==> src/rtl/uart_pkg.sv <==
// Shared UART definitions: state encoding (common with the receive side),
// parity selectors and line-level bit constants.
package uart_pkg;

  typedef enum logic [2:0] {
    IDLE   = 3'b000,
    START  = 3'b001,
    DATA   = 3'b010,
    PARITY = 3'b011,
    STOP   = 3'b100
  } tx_state_t;

  localparam logic PAR_EVEN  = 1'b0;
  localparam logic PAR_ODD   = 1'b1;
  localparam logic START_BIT = 1'b0;
  localparam logic STOP_BIT  = 1'b1;

endpackage

==> src/rtl/uart_tx_serializer.sv <==
// Data shift register and bit counter for the UART transmitter; load/shift
// are driven by the FSM, done flags the last data bit of the frame.
module uart_tx_serializer
  import uart_pkg::*;
#(
  parameter int DATA_WIDTH = 8
) (
  input  logic                  clk_i,
  input  logic                  rst_ni,
  input  logic                  load_i,
  input  logic                  shift_i,
  input  logic [DATA_WIDTH-1:0] data_i,
  output logic                  next_bit_o,
  output logic                  done_o
);

  localparam int BW = (DATA_WIDTH > 1) ? $clog2(DATA_WIDTH) : 1;

  logic [DATA_WIDTH-1:0] shreg_q, shreg_d;
  logic [BW-1:0]         bit_cnt_q, bit_cnt_d;

  assign done_o = (bit_cnt_q == BW'(DATA_WIDTH - 1));
  // Next-cycle LSB lets the FSM register TX_OUT without an extra stage.
  assign next_bit_o = shreg_d[0];

  always_comb begin
    shreg_d   = shreg_q;
    bit_cnt_d = bit_cnt_q;
    if (load_i) begin
      shreg_d   = data_i;
      bit_cnt_d = {BW{1'b0}};
    end else if (shift_i) begin
      shreg_d   = {1'b0, shreg_q[DATA_WIDTH-1:1]};
      bit_cnt_d = done_o ? {BW{1'b0}} : bit_cnt_q + BW'(1);
    end else begin
      shreg_d   = shreg_q;
      bit_cnt_d = bit_cnt_q;
    end
  end

  always_ff @(posedge clk_i or negedge rst_ni) begin
    if (!rst_ni) begin
      shreg_q   <= {DATA_WIDTH{1'b0}};
      bit_cnt_q <= {BW{1'b0}};
    end else begin
      shreg_q   <= shreg_d;
      bit_cnt_q <= bit_cnt_d;
    end
  end

endmodule

==> src/rtl/uart_tx_fsm.sv <==
// UART transmitter: start, DATA_WIDTH data bits LSB first, optional parity, stop;
// each bit lasts PRESCALE clocks. Define UART_TX_TWO_STOP_EN for two stop bits.
module uart_tx_fsm
  import uart_pkg::*;
#(
  parameter int DATA_WIDTH = 8,
  parameter int PRESCALE   = 8
) (
  input  logic                  clk,
  input  logic                  rst,
  input  logic [DATA_WIDTH-1:0] P_DATA,
  input  logic                  DATA_VALID,
  input  logic                  PAR_EN,
  input  logic                  PAR_TYP,
  output logic                  TX_OUT,
  output logic                  busy
);

  localparam int             CW       = (PRESCALE > 1) ? $clog2(PRESCALE) : 1;
  localparam logic [CW-1:0]  CNT_LAST = CW'(PRESCALE - 1);

  tx_state_t     state_q, state_d;
  logic [CW-1:0] cnt_q, cnt_d;
  logic          par_en_q, par_en_d;
  logic          parity_q, parity_d;
  logic          tx_q, tx_d;
  logic          busy_q, busy_d;
  logic          load_s, shift_s, next_bit_s, done_s, bit_end_s;
`ifdef UART_TX_TWO_STOP_EN
  logic          stop_cnt_q, stop_cnt_d;
`endif

  assign bit_end_s = (cnt_q == CNT_LAST);
  assign TX_OUT    = tx_q;
  assign busy      = busy_q;

  uart_tx_serializer #(.DATA_WIDTH(DATA_WIDTH)) u_ser (
    .clk_i      (clk),
    .rst_ni     (rst),
    .load_i     (load_s),
    .shift_i    (shift_s),
    .data_i     (P_DATA),
    .next_bit_o (next_bit_s),
    .done_o     (done_s)
  );

  always_comb begin
    state_d  = state_q;
    cnt_d    = bit_end_s ? {CW{1'b0}} : cnt_q + CW'(1);
    par_en_d = par_en_q;
    parity_d = parity_q;
    load_s   = 1'b0;
    shift_s  = 1'b0;
    tx_d     = STOP_BIT;
    busy_d   = 1'b0;
`ifdef UART_TX_TWO_STOP_EN
    stop_cnt_d = stop_cnt_q;
`endif
    case (state_q)
      IDLE: begin
        cnt_d = {CW{1'b0}};
        if (DATA_VALID) begin
          load_s   = 1'b1;
          par_en_d = PAR_EN;
          parity_d = (^P_DATA) ^ (PAR_TYP == PAR_ODD);
          state_d  = START;
        end else begin
          state_d  = IDLE;
        end
      end
      START:  if (bit_end_s) state_d = DATA; else state_d = START;
      DATA: begin
        if (bit_end_s) begin
          shift_s = 1'b1;
          if (done_s) state_d = par_en_q ? PARITY : STOP;
          else        state_d = DATA;
        end else begin
          state_d = DATA;
        end
      end
      PARITY: if (bit_end_s) state_d = STOP; else state_d = PARITY;
      STOP: begin
`ifdef UART_TX_TWO_STOP_EN
        // The stop-bit counter holds the state in STOP for a second bit time.
        if (bit_end_s && stop_cnt_q) begin
          state_d    = IDLE;
          stop_cnt_d = 1'b0;
        end else if (bit_end_s) begin
          stop_cnt_d = 1'b1;
        end else begin
          stop_cnt_d = stop_cnt_q;
        end
`else
        if (bit_end_s) state_d = IDLE; else state_d = STOP;
`endif
      end
      default: begin
        state_d = IDLE;
        cnt_d   = {CW{1'b0}};
      end
    endcase

    // Outputs follow the next state so TX_OUT/busy come straight from flops.
    case (state_d)
      START:   begin tx_d = START_BIT;  busy_d = 1'b1; end
      DATA:    begin tx_d = next_bit_s; busy_d = 1'b1; end
      PARITY:  begin tx_d = parity_d;   busy_d = 1'b1; end
      STOP:    begin tx_d = STOP_BIT;   busy_d = 1'b1; end
      default: begin tx_d = STOP_BIT;   busy_d = 1'b0; end
    endcase
  end

  always_ff @(posedge clk or negedge rst) begin
    if (!rst) begin
      state_q    <= IDLE;
      cnt_q      <= {CW{1'b0}};
      par_en_q   <= 1'b0;
      parity_q   <= 1'b0;
      tx_q       <= STOP_BIT;
      busy_q     <= 1'b0;
`ifdef UART_TX_TWO_STOP_EN
      stop_cnt_q <= 1'b0;
`endif
    end else begin
      state_q    <= state_d;
      cnt_q      <= cnt_d;
      par_en_q   <= par_en_d;
      parity_q   <= parity_d;
      tx_q       <= tx_d;
      busy_q     <= busy_d;
`ifdef UART_TX_TWO_STOP_EN
      stop_cnt_q <= stop_cnt_d;
`endif
    end
  end

endmodule

==> config.mk <==
export PLATFORM = sky130hd
export DESIGN_NAME = uart_tx_fsm
export DESIGN_NICKNAME = d
export VERILOG_FILES = /design/src/rtl/uart_pkg.sv /design/src/rtl/uart_tx_serializer.sv /design/src/rtl/uart_tx_fsm.sv
export SDC_FILE = /design/constraint.sdc
export NUM_CORES = 1
export LEC_CHECK = 0
export ABC_AREA = 1
export BUFFER_PORTS_ARGS = -buffer_cell sky130_fd_sc_hd__buf_2
export CAP_MARGIN = 20
export CORE_MARGIN = 4
export CORE_UTILIZATION = 50
export DETAILED_ROUTE_END_ITERATION = 10
export PLACE_DENSITY = 0.68
export SKIP_LAST_GASP = 1
export SYNTH_ARGS = -nofsm -noshare
export SYNTH_HDL_FRONTEND = slang
export SYNTH_HIERARCHICAL = 1
export SYNTH_SLANG_ARGS = --single-unit
export TNS_END_PERCENT = 30
==> constraint.sdc <==
create_clock -name clk -period 2.1 [get_ports clk]
set_input_delay 0.42 -clock clk [delete_from_list [all_inputs] [get_ports clk]]
set_output_delay 0.42 -clock clk [all_outputs]
set_load 0.005 [all_outputs]
==> results of run 1 <==
-- critical path, delay by kind of cell, from the launching register on --
family,cells,cell delay (ns)
AND/OR/NAND/NOR,5,0.68
buffers and inverters,1,0.10
flip-flops,1,0.37
adder cells (fa/ha/maj),2,0.42
AO/OA/AOI/OAI,1,0.13
-- metal layers --
layer | vias up | wire length (um) | global-route usage
met2 | 14 | 1050 | 0.253
met4 | 0 | 31 | 0.0596
li1 | 521 | - | -
met5 | - | 0 | 0
met1 | 455 | 940 | 0.174
met3 | 4 | 70 | 0.0226
-- kinds of logic (layout without fill, tap and decap cells) --
| kind of cell | count (synthesis) | count (layout) | synth area share |
|---|---|---|---|
| AOI/OAI and AO/OA | 7 | 7 | 0.0308 |
| adders and majority gates | 4 | 4 | 0.0411 |
| buffers and inverters | 28 | 45 | 0.105 |
| DFF | 21 | 21 | 0.433 |
| and+or+nand+nor | 94 | 94 | 0.355 |
| xor gates and xnor gates | 5 | 5 | 0.0360 |
-- worst paths after layout --
check / from / to / slack, ns
max: cnt_q[0] / TX_OUT / 0.33
min: rst / u_ser/bit_cnt_q[2] / 0.05
max reg2reg: cnt_q[0] / TX_OUT / 0.33
min reg2reg: cnt_q[0] / cnt_q[0] / 0.46
max in group asynchronous: rst / TX_OUT / 1.71
min in group clk: PAR_EN / par_en_q / 0.32
-- power by group through the flow --
stage | clock (mW) | sequential [mW] | combinational, mW
floorplan | 0 | 0.412 | 0.0274
global placement | 0 | 0.412 | 0.0533
detailed placement | 0 | 0.412 | 0.0551
CTS | 0.196 | 0.404 | 0.0552
global route | 0.219 | 0.405 | 0.0641
finish | 0.187 | 0.404 | 0.0536
-- flip-flops by register name (all words and copies together), names as in the netlist --
register / flops
u_ser/shreg_q: 8
cnt_q: 3
state_q: 3
u_ser/bit_cnt_q: 3
TX_OUT: 1
busy: 1
par_en_q: 1
parity_q: 1
-- layout make-up --
type	instances	area, sq um
Clock buffer	3	22.5
Clock inverter	1	5.00
Fill cell	227	923
Inverter	25	93.8
Multi-Input combinational cell	110	563
Sequential cell	21	527
Tap cell	28	35.0
Timing Repair Buffer	16	85.1
-- stage by stage --
| stage | hold WS (ns) | utilization | setup WS [ns] | power, mW |
|---|---|---|---|---|
| after floorplan | 0.124 | - | 0.500 | 0.440 |
| after global placement | 0.397 | 0.578 | 0.458 | 0.465 |
| after detailed placement | 0.399 | 0.578 | 0.350 | 0.467 |
| after CTS | 0.0609 | 0.590 | 0.325 | 0.656 |
| after global routing | 0.0635 | 0.590 | 0.146 | 0.688 |
| final | 0.0521 | 0.590 | 0.334 | 0.645 |
-- cells in the mapped netlist --
library cell and n:
nor3_2 1, ha_1 4, dfrtp_1 20, o21a_1 1, nor2_4 1, nand3_1 14, nor2_2 3, nand3_2 2
inv_1 21, dfstp_2 1, nand2_1 60, inv_2 4, nor3_4 2, o21ai_0 3, nor3_1 2, a21oi_1 1
buf_6 3, o21ai_1 2, nor2_1 9, xor2_1 2, xnor2_1 3
-- placed cells by master (no fill, tap or decap) --
cell,n
nand2_1,60
buf_2,14
dfstp_2,1
xnor2_1,3
nor2_2,3
inv_1,21
xor2_1,2
nor3_1,2
clkbuf_4,3
dfrtp_1,20
o21a_1,1
ha_1,4
a21oi_1,1
clkinv_2,1
o21ai_1,2
buf_4,2
nor3_4,2
nand3_1,14
inv_2,4
o21ai_0,3
nand3_2,2
nor3_2,1
nor2_4,1
nor2_1,9
==> out/results.tsv, run 1 <==
metric	value	unit
number of global-route vias before repair	954	
GP Congestion	0.883	
slowest library cell on the worst path	dfrtp_1	
Post-route DRC	0	
RSZ-0062 raised after global routing	false	
sequential fraction of the synthesis area	0.433	
outcome	finished, final reports clean	
pin count of the biggest net entering global routing	22	
number of port buffers	14	
dpl cell area	1300	sq um
CTS Buf Count	3	
largest cells by area after synthesis	dfrtp_1 (41%), nand2_1 (18%), inv_1 (6.5%)	
Slew @ Worst Pin	0.459	ns
cell area after layout	1330	sq um
FP Rows	17	
die height	57.3	um
remaining antenna violation count	0	
Layout Skew	0.00626	ns
layout cell share with drive strength beyond 1	0.193	
Clock Path Buffers	2	
Hold Buf Count CTS	0	
Netlist cell types	21	
crit start category	register	
period utilization	0.841	
Syn Nets	176	
grt ovf	0	
drt wl/cell	10.3	um
Max stage delay on crit path	0.37	ns
CTS tree	yes	
sequential power share	0.627	
clk root buf	clkbuf_4	
Max-slew headroom	0.694	
drt first pass iters	4	
largest fanout on the critical path	11	
core area	2250	sq um
Fmax achieved	566	MHz
Yosys top cell by area	dfrtp_1	
Yosys warnings	6	
placed wire-length estimate	1.66	mm
Area Growth Syn to Fin	9.35	%
Post-Synthesis Cells	159	
critical path cell sequence	ha_1 -> ha_1 -> inv_2 -> nor2_1 -> nor2_4 -> nand2_1 -> nand3_2 -> o21ai_1 -> nand2_1	
Lkg Pwr	0.735	nW
post-route minimum period	1.77	ns
first-pass GRT wire length	3.77	mm
final setup fails	0	
Die Width	57.3	um
clock power share	0.290	
switching power	148	uW
CP required	2.34	ns
Synth top area share	0.411	
Vias	994	
clock sink count	21	
CTS H-tree lvls	1	
crit path kind	reg2reg	
die area	3290	sq um
Worst EP arrival	2.01	ns
via/cell ratio	4.87	
number of nets in the layout	194	
hold crit path type	in2async	
Initial Utilization	0.540	
Reg2Reg Depth	9	
initial antenna violation count	0	
GRT Total Usage	0.144	
Final Hold Fails	0	
CP Capture Type	register	
Clock Latency Late Sink	0.30	ns
Placed Instances	200	
Antenna Cells	0	
FF+latch count, synth	21	
# IOs	15	
peak supply drop	293	uV
Iter 0 DRT Violations	26	
Sw Share	0.230	
Routed WL	2.10	mm
Int Power	497	uW
Finished Layout Cells	204	
Synth Area per Inst	7.66	sq um
max cap viols	0	
post-cts gate resize count	0	
Max Slew Vio Count	0	
Synth Cell Area	1220	sq um
Setup Buffers After CTS	0	
clk slew on worst S/H paths	0.12	ns
Comb power frac	0.083	
pwr/cell area	484	nW/um^2
TNS Setup	0	ns
Power figures use the tool's default switching activity.
==> run 2, diff against run 1 <==
==> constraint.sdc (replaced) <==
create_clock -name clk -period 1.85 [get_ports clk]
set_input_delay 0.37 -clock clk [delete_from_list [all_inputs] [get_ports clk]]
set_output_delay 0.37 -clock clk [all_outputs]
set_load 0.005 [all_outputs]
==> out/results.tsv, run 2 (same netlist as run 1, synthesis figures left out) <==
metric	value	unit	change
number of port buffers	14		unchanged
Clock Latency Late Sink	0.29	ns	about the same
crit start category	register		
max reg flops	8		unchanged
register name with the most flops	u_ser/shreg_q		
GP Congestion	0.865		-2.1%
register area	527	sq um	unchanged
minimum hold slack	0.0109	ns	-0.0412 ns
Crit path max-delay family	simple AND/OR/NAND/NOR gates		
slowest library cell on the worst path	dfrtp_1		
Multi-input gate area	566	sq um	+0.44%
drt wl/cell	10.2	um	-0.73%
CTS Buf Count	3		unchanged
Max Slew Vio Count	0		unchanged
via/cell ratio	4.72		-3.1%
layout cell share with drive strength beyond 1	0.198		+0.00456
most frequent cells in the layout	nand2_1 (60), inv_1 (21), dfrtp_1 (20), nand3_1 (14), buf_2 (14)		
core area	2250	sq um	unchanged
period utilization	0.923		+0.0821
CTS tree	yes		
# IOs	15		unchanged
Slew @ Worst Pin	0.463	ns	+0.00451 ns
Max stage delay on crit path	0.40	ns	+0.03 ns
Sw Share	0.226		-0.00353
Fillers	224		-1.3%
GRT Total Usage	0.142		-0.00228
Initial Utilization	0.540		unchanged
pwr/cell area	547	nW/um^2	+13%
max cap viols	0		unchanged
largest fanout on the critical path	11		unchanged
outcome	finished, final reports clean		
Layout Skew	0.00442	ns	-0.00184 ns
crit path kind	reg2reg		
Fmax achieved	586	MHz	+3.4%
Comb power frac	0.084		about the same
placed wire-length estimate	1.65	mm	-1.0%
Clock Path Buffers	2		unchanged
CP Capture Type	register		
RSZ-0062 raised after global routing	false		
hold crit path type	in2async		
Die Width	57.3	um	unchanged
post-route minimum period	1.71	ns	-0.0584 ns
Routed WL	2.09	mm	-0.24%
Worst EP arrival	1.95	ns	-0.06 ns
critical path cell sequence	ha_1 -> ha_1 -> inv_2 -> nor2_2 -> nor2_4 -> nand2_1 -> nand3_2 -> o21ai_1 -> nand2_1		
first-pass GRT wire length	3.74	mm	-0.93%
sequential power share	0.626		about the same
Max-slew headroom	0.691		-0.00301
switching power	166	uW	+12%
CP required	2.09	ns	-0.25 ns
Area Growth Syn to Fin	10.1	%	
remaining antenna violation count	0		unchanged
clk root buf	clkbuf_4		
Vias	968		-2.6%
Final Hold Fails	0		unchanged
most common cell after layout, fill and taps aside	nand2_1		
final setup fails	0		unchanged
die height	57.3	um	unchanged
Iter 0 DRT Violations	28		+7.7%
drt first pass iters	4		unchanged
clk slew on worst S/H paths	0.11	ns	about the same
number of global-route vias before repair	924		-3.1%
peak supply drop	383	uV	+31%
Antenna Cells	0		unchanged
Total Power	733	uW	+14%
CTS H-tree lvls	1		unchanged
Post-route DRC	0		unchanged
die area	3290	sq um	unchanged
Setup Buffers After CTS	0		unchanged
pre-CTS setup slack	0.0954	ns	-0.254 ns
post-cts gate resize count	0		unchanged
clock power share	0.289		about the same
clock sink count	21		unchanged
Hold Buf Count CTS	0		unchanged
number of nets in the layout	195		+0.52%
crit path buf inv count	1		unchanged
Lkg Pwr	0.737	nW	+0.30%
FP Rows	17		unchanged
Int Power	567	uW	+14%
setup ws final	0.142	ns	-0.192 ns
grt ovf	0		unchanged
pin count of the biggest net entering global routing	22		unchanged
TNS Setup	0	ns	unchanged
initial antenna violation count	0		unchanged
[run 2: cell count changes in the layout (fill, tap and decap cells not counted)]
cell      previous run  this run
clkinv_2             1         0
buf_4                2         3
nor2_1               9         8
clkbuf_1             0         1
nor2_2               3         4
[run 2: layout make-up]
cell class | count | share of cell area
inverter | 25 | 0.0700
timing repair buffer | 17 | 0.0691
multi-input combinational | 110 | 0.422
tap | 28 | 0.0261
sequential | 21 | 0.393
clock buffer | 4 | 0.0196
[run 2: final timing paths]
path                                      end  slack (ns)  cells past startpoint      from
min                        u_ser/bit_cnt_q[2]        0.01                      1       rst
min in group clk                     par_en_q        0.28                      3    PAR_EN
min reg2reg                          cnt_q[0]        0.45                      1  cnt_q[0]
max reg2reg                            TX_OUT        0.14                      9  cnt_q[0]
max                                    TX_OUT        0.14                      9  cnt_q[0]
max in group asynchronous              TX_OUT        1.49                      1       rst
[run 2: power groups by stage]
stage	clock, mW	combinational [mW]	sequential [mW]
after floorplan	0	0.0311	0.468
after global placement	0	0.0605	0.468
after detailed placement	0	0.0631	0.468
after CTS	0.217	0.0634	0.459
after global routing	0.242	0.0735	0.459
final	0.212	0.0619	0.459
[run 2: metrics by stage]
step                      instances  utilization  area [sq um]
after global placement          201        0.582          1310
after CTS                       205        0.593          1340
after detailed placement        201        0.582          1310
final                           205        0.594          1340
after global routing            205        0.594          1340
after floorplan                 159            -          1220
[run 2: routing by layer]
metal | part of all wire | track usage
met5 | 0 | 0
met4 | 0.0081 | 0.0331
met3 | 0.037 | 0.0294
met2 | 0.47 | 0.239
met1 | 0.48 | 0.187
==> run 3, diff against run 2 <==
--- a/config.mk
+++ b/config.mk
@@ -11,10 +11,10 @@
 export CORE_MARGIN = 4
 export CORE_UTILIZATION = 50
 export DETAILED_ROUTE_END_ITERATION = 10
-export PLACE_DENSITY = 0.68
+export PLACE_DENSITY = 0.69
+export SKIP_CTS_REPAIR_TIMING = 1
 export SKIP_LAST_GASP = 1
 export SYNTH_ARGS = -nofsm -noshare
 export SYNTH_HDL_FRONTEND = slang
-export SYNTH_HIERARCHICAL = 1
 export SYNTH_SLANG_ARGS = --single-unit
 export TNS_END_PERCENT = 30
==> out/results.tsv, run 3 <==
metric	value	unit	change
switching power	547	uW	+230%
Clock Path Buffers	2		unchanged
Finished Layout Cells	188		-8.3%
outcome	finished, final reports clean		
crit start category	register		
Multi-input gate area	533	sq um	-5.8%
via/cell ratio	4.99		+5.7%
crit path kind	reg2reg		
sequential fraction of the synthesis area	0.456		+0.0234
Netlist cell types	28		+33%
first-pass GRT wire length	3.89	mm	+4.1%
most common cell after layout, fill and taps aside	nand2_1		
Sw Share	0.366		+0.140
Fmax achieved	599	MHz	+2.3%
Routed WL	2.04	mm	-2.2%
FF+latch count, synth	21		unchanged
worst r2r src	cnt_q[0]		
drt first pass iters	4		unchanged
remaining antenna violation count	0		unchanged
Comb power frac	0.374		+0.290
Clock Latency Late Sink	0.29	ns	about the same
final setup fails	0		unchanged
clk slew on worst S/H paths	0.11	ns	about the same
largest cells by area after synthesis	dfrtp_1 (43%), nand2_1 (14%), inv_1 (7.2%)		
CP Capture Type	register		
Initial Utilization	0.522		-0.0179
count leader, synth	nand2_1		
Vias	938		-3.1%
CTS H-tree lvls	1		unchanged
max cap viols	0		unchanged
Layout Skew	0.00172	ns	-0.00271 ns
cell area after layout	1280	sq um	-4.4%
Post-Synthesis Cells	143		-10%
FP Rows	17		unchanged
Yosys warnings	0		-6
Post-synth top cells	nand2_1 (43), inv_1 (22), dfrtp_1 (20)		
die height	56.1	um	-2.2%
Post-synth EDFFs	0		unchanged
hold crit path type	in2async		
Async S/R FF share, synth	1.00		unchanged
most frequent cells in the layout	nand2_1 (43), inv_1 (22), dfrtp_1 (20), buf_2 (14)		
drt wl/cell	10.9	um	+6.6%
core area	2210	sq um	-1.9%
number of global-route vias before repair	972		+5.2%
# IOs	15		unchanged
Most used DFF post-synth	dfrtp_1		
Slew @ Worst Pin	0.453	ns	-0.0101 ns
die area	3140	sq um	-4.4%
post-route minimum period	1.67	ns	-0.0388 ns
pin count of the biggest net entering global routing	22		unchanged
layout cell share with drive strength beyond 1	0.194		-0.00399
dpl cell area	1250	sq um	-4.3%
Placed Instances	184		-8.5%
GP Congestion	0.822		-4.9%
max reg flops	8		unchanged
Antenna Cells	0		unchanged
Synth Area per Inst	8.08	sq um	+5.5%
critical path startpoint	cnt_q[0]		
initial antenna violation count	0		unchanged
clk root buf	clkbuf_4		
number of port buffers	14		unchanged
Max-slew headroom	0.698		+0.00672
Worst EP arrival	1.92	ns	-0.03 ns
Final Hold Fails	0		unchanged
RSZ-0062 raised after global routing	false		
Fillers	212		-5.4%
grt ovf	0		unchanged
placed wire-length estimate	1.64	mm	-0.41%
minimum hold slack	0.00252	ns	-0.00836 ns
GRT Total Usage	0.153		+0.0112
Yosys top cell by area	dfrtp_1		
Int Power	945	uW	+67%
Max Slew Vio Count	0		unchanged
Total Power	1.49	mW	+100%
Area Growth Syn to Fin	10.9	%	
CP required	2.10	ns	about the same
Synth top area share	0.433		+0.0223
CTS tree	yes		
register name with the most flops	u_ser.shreg_q		
Post-route DRC	0		unchanged
period utilization	0.902		-0.0210
pwr/cell area	1160	nW/um^2	+110%
Iter 0 DRT Violations	16		-43%
TNS Setup	0	ns	unchanged
sequential power share	0.483		-0.143
register area	527	sq um	unchanged
CTS Buf Count	3		unchanged
clock power share	0.143		-0.146
Synth Cell Area	1150	sq um	-5.1%
clock sink count	21		unchanged
Lkg Pwr	0.696	nW	-5.6%
largest fanout on the critical path	8		-3
number of nets in the layout	178		-8.7%
peak supply drop	619	uV	+62%
Die Width	56.1	um	-2.2%
Syn Nets	160		-9.1%
-- run 3: per-stage QoR --
step	setup slack [ns]	utilization
after floorplan	0.314	-
after global placement	0.240	0.567
after detailed placement	0.202	0.567
after CTS	0.164	0.579
after global routing	0.0368	0.579
final	0.181	0.579
-- run 3: power by group through the flow --
stage	Sequential (mW)	Clock [mW]	Combinational, mW
5_1_grt	0.743	0.242	0.663
6_report	0.721	0.213	0.558
2_1_floorplan	0.716	0	0.433
3_5_place_dp	0.733	0	0.570
4_1_cts	0.724	0.223	0.571
3_3_place_gp	0.726	0	0.544
-- run 3: worst paths after layout --
check | end | slack, ns | cells after the start
hold / removal | state_q[2] | 0.003 | 1
setup / recovery | TX_OUT | 0.18 | 9
max in group asynchronous | TX_OUT | 1.51 | 1
setup reg to reg | TX_OUT | 0.18 | 9
min in group clk | par_en_q | 0.29 | 3
hold reg to reg | u_ser.bit_cnt_q[0] | 0.52 | 1
-- run 3: cells by family after synthesis --
kind of cell / Yosys count / synth area share
AO/OA/AOI/OAI: 17 / 0.104
XOR/XNOR: 4 / 0.0303
adder cells (fa/ha/maj): 4 / 0.0433
buffers and inverters: 25 / 0.0823
flip-flops: 21 / 0.456
AND/OR/NAND/NOR: 72 / 0.284
-- run 3: layer usage --
layer / wire length, um / global-route usage / up-vias
li1: - / - / 487
met1: 937 / 0.174 / 433
met2: 1040 / 0.282 / 16
met3: 57 / 0.0232 / 2
met4: 12 / 0.0610 / 0
met5: 0 / 0 / -
-- run 3: final cells by class --
type | instances | share of cell area
multi-input combinational | 97 | 0.416
sequential | 21 | 0.411
inverter | 24 | 0.0703
timing repair buffer | 14 | 0.0547
tap | 28 | 0.0273
clock buffer | 4 | 0.0205
-- run 3: worst max-delay path, stage by stage (launching register included) --
cell,delay [ns]
dfrtp_1,0.41
ha_1,0.21
ha_1,0.30
nand2_1,0.17
nor2_1,0.07
o21ai_2,0.19
nand2_1,0.09
nor2_2,0.10
nor2_1,0.04
nand2_1,0.06
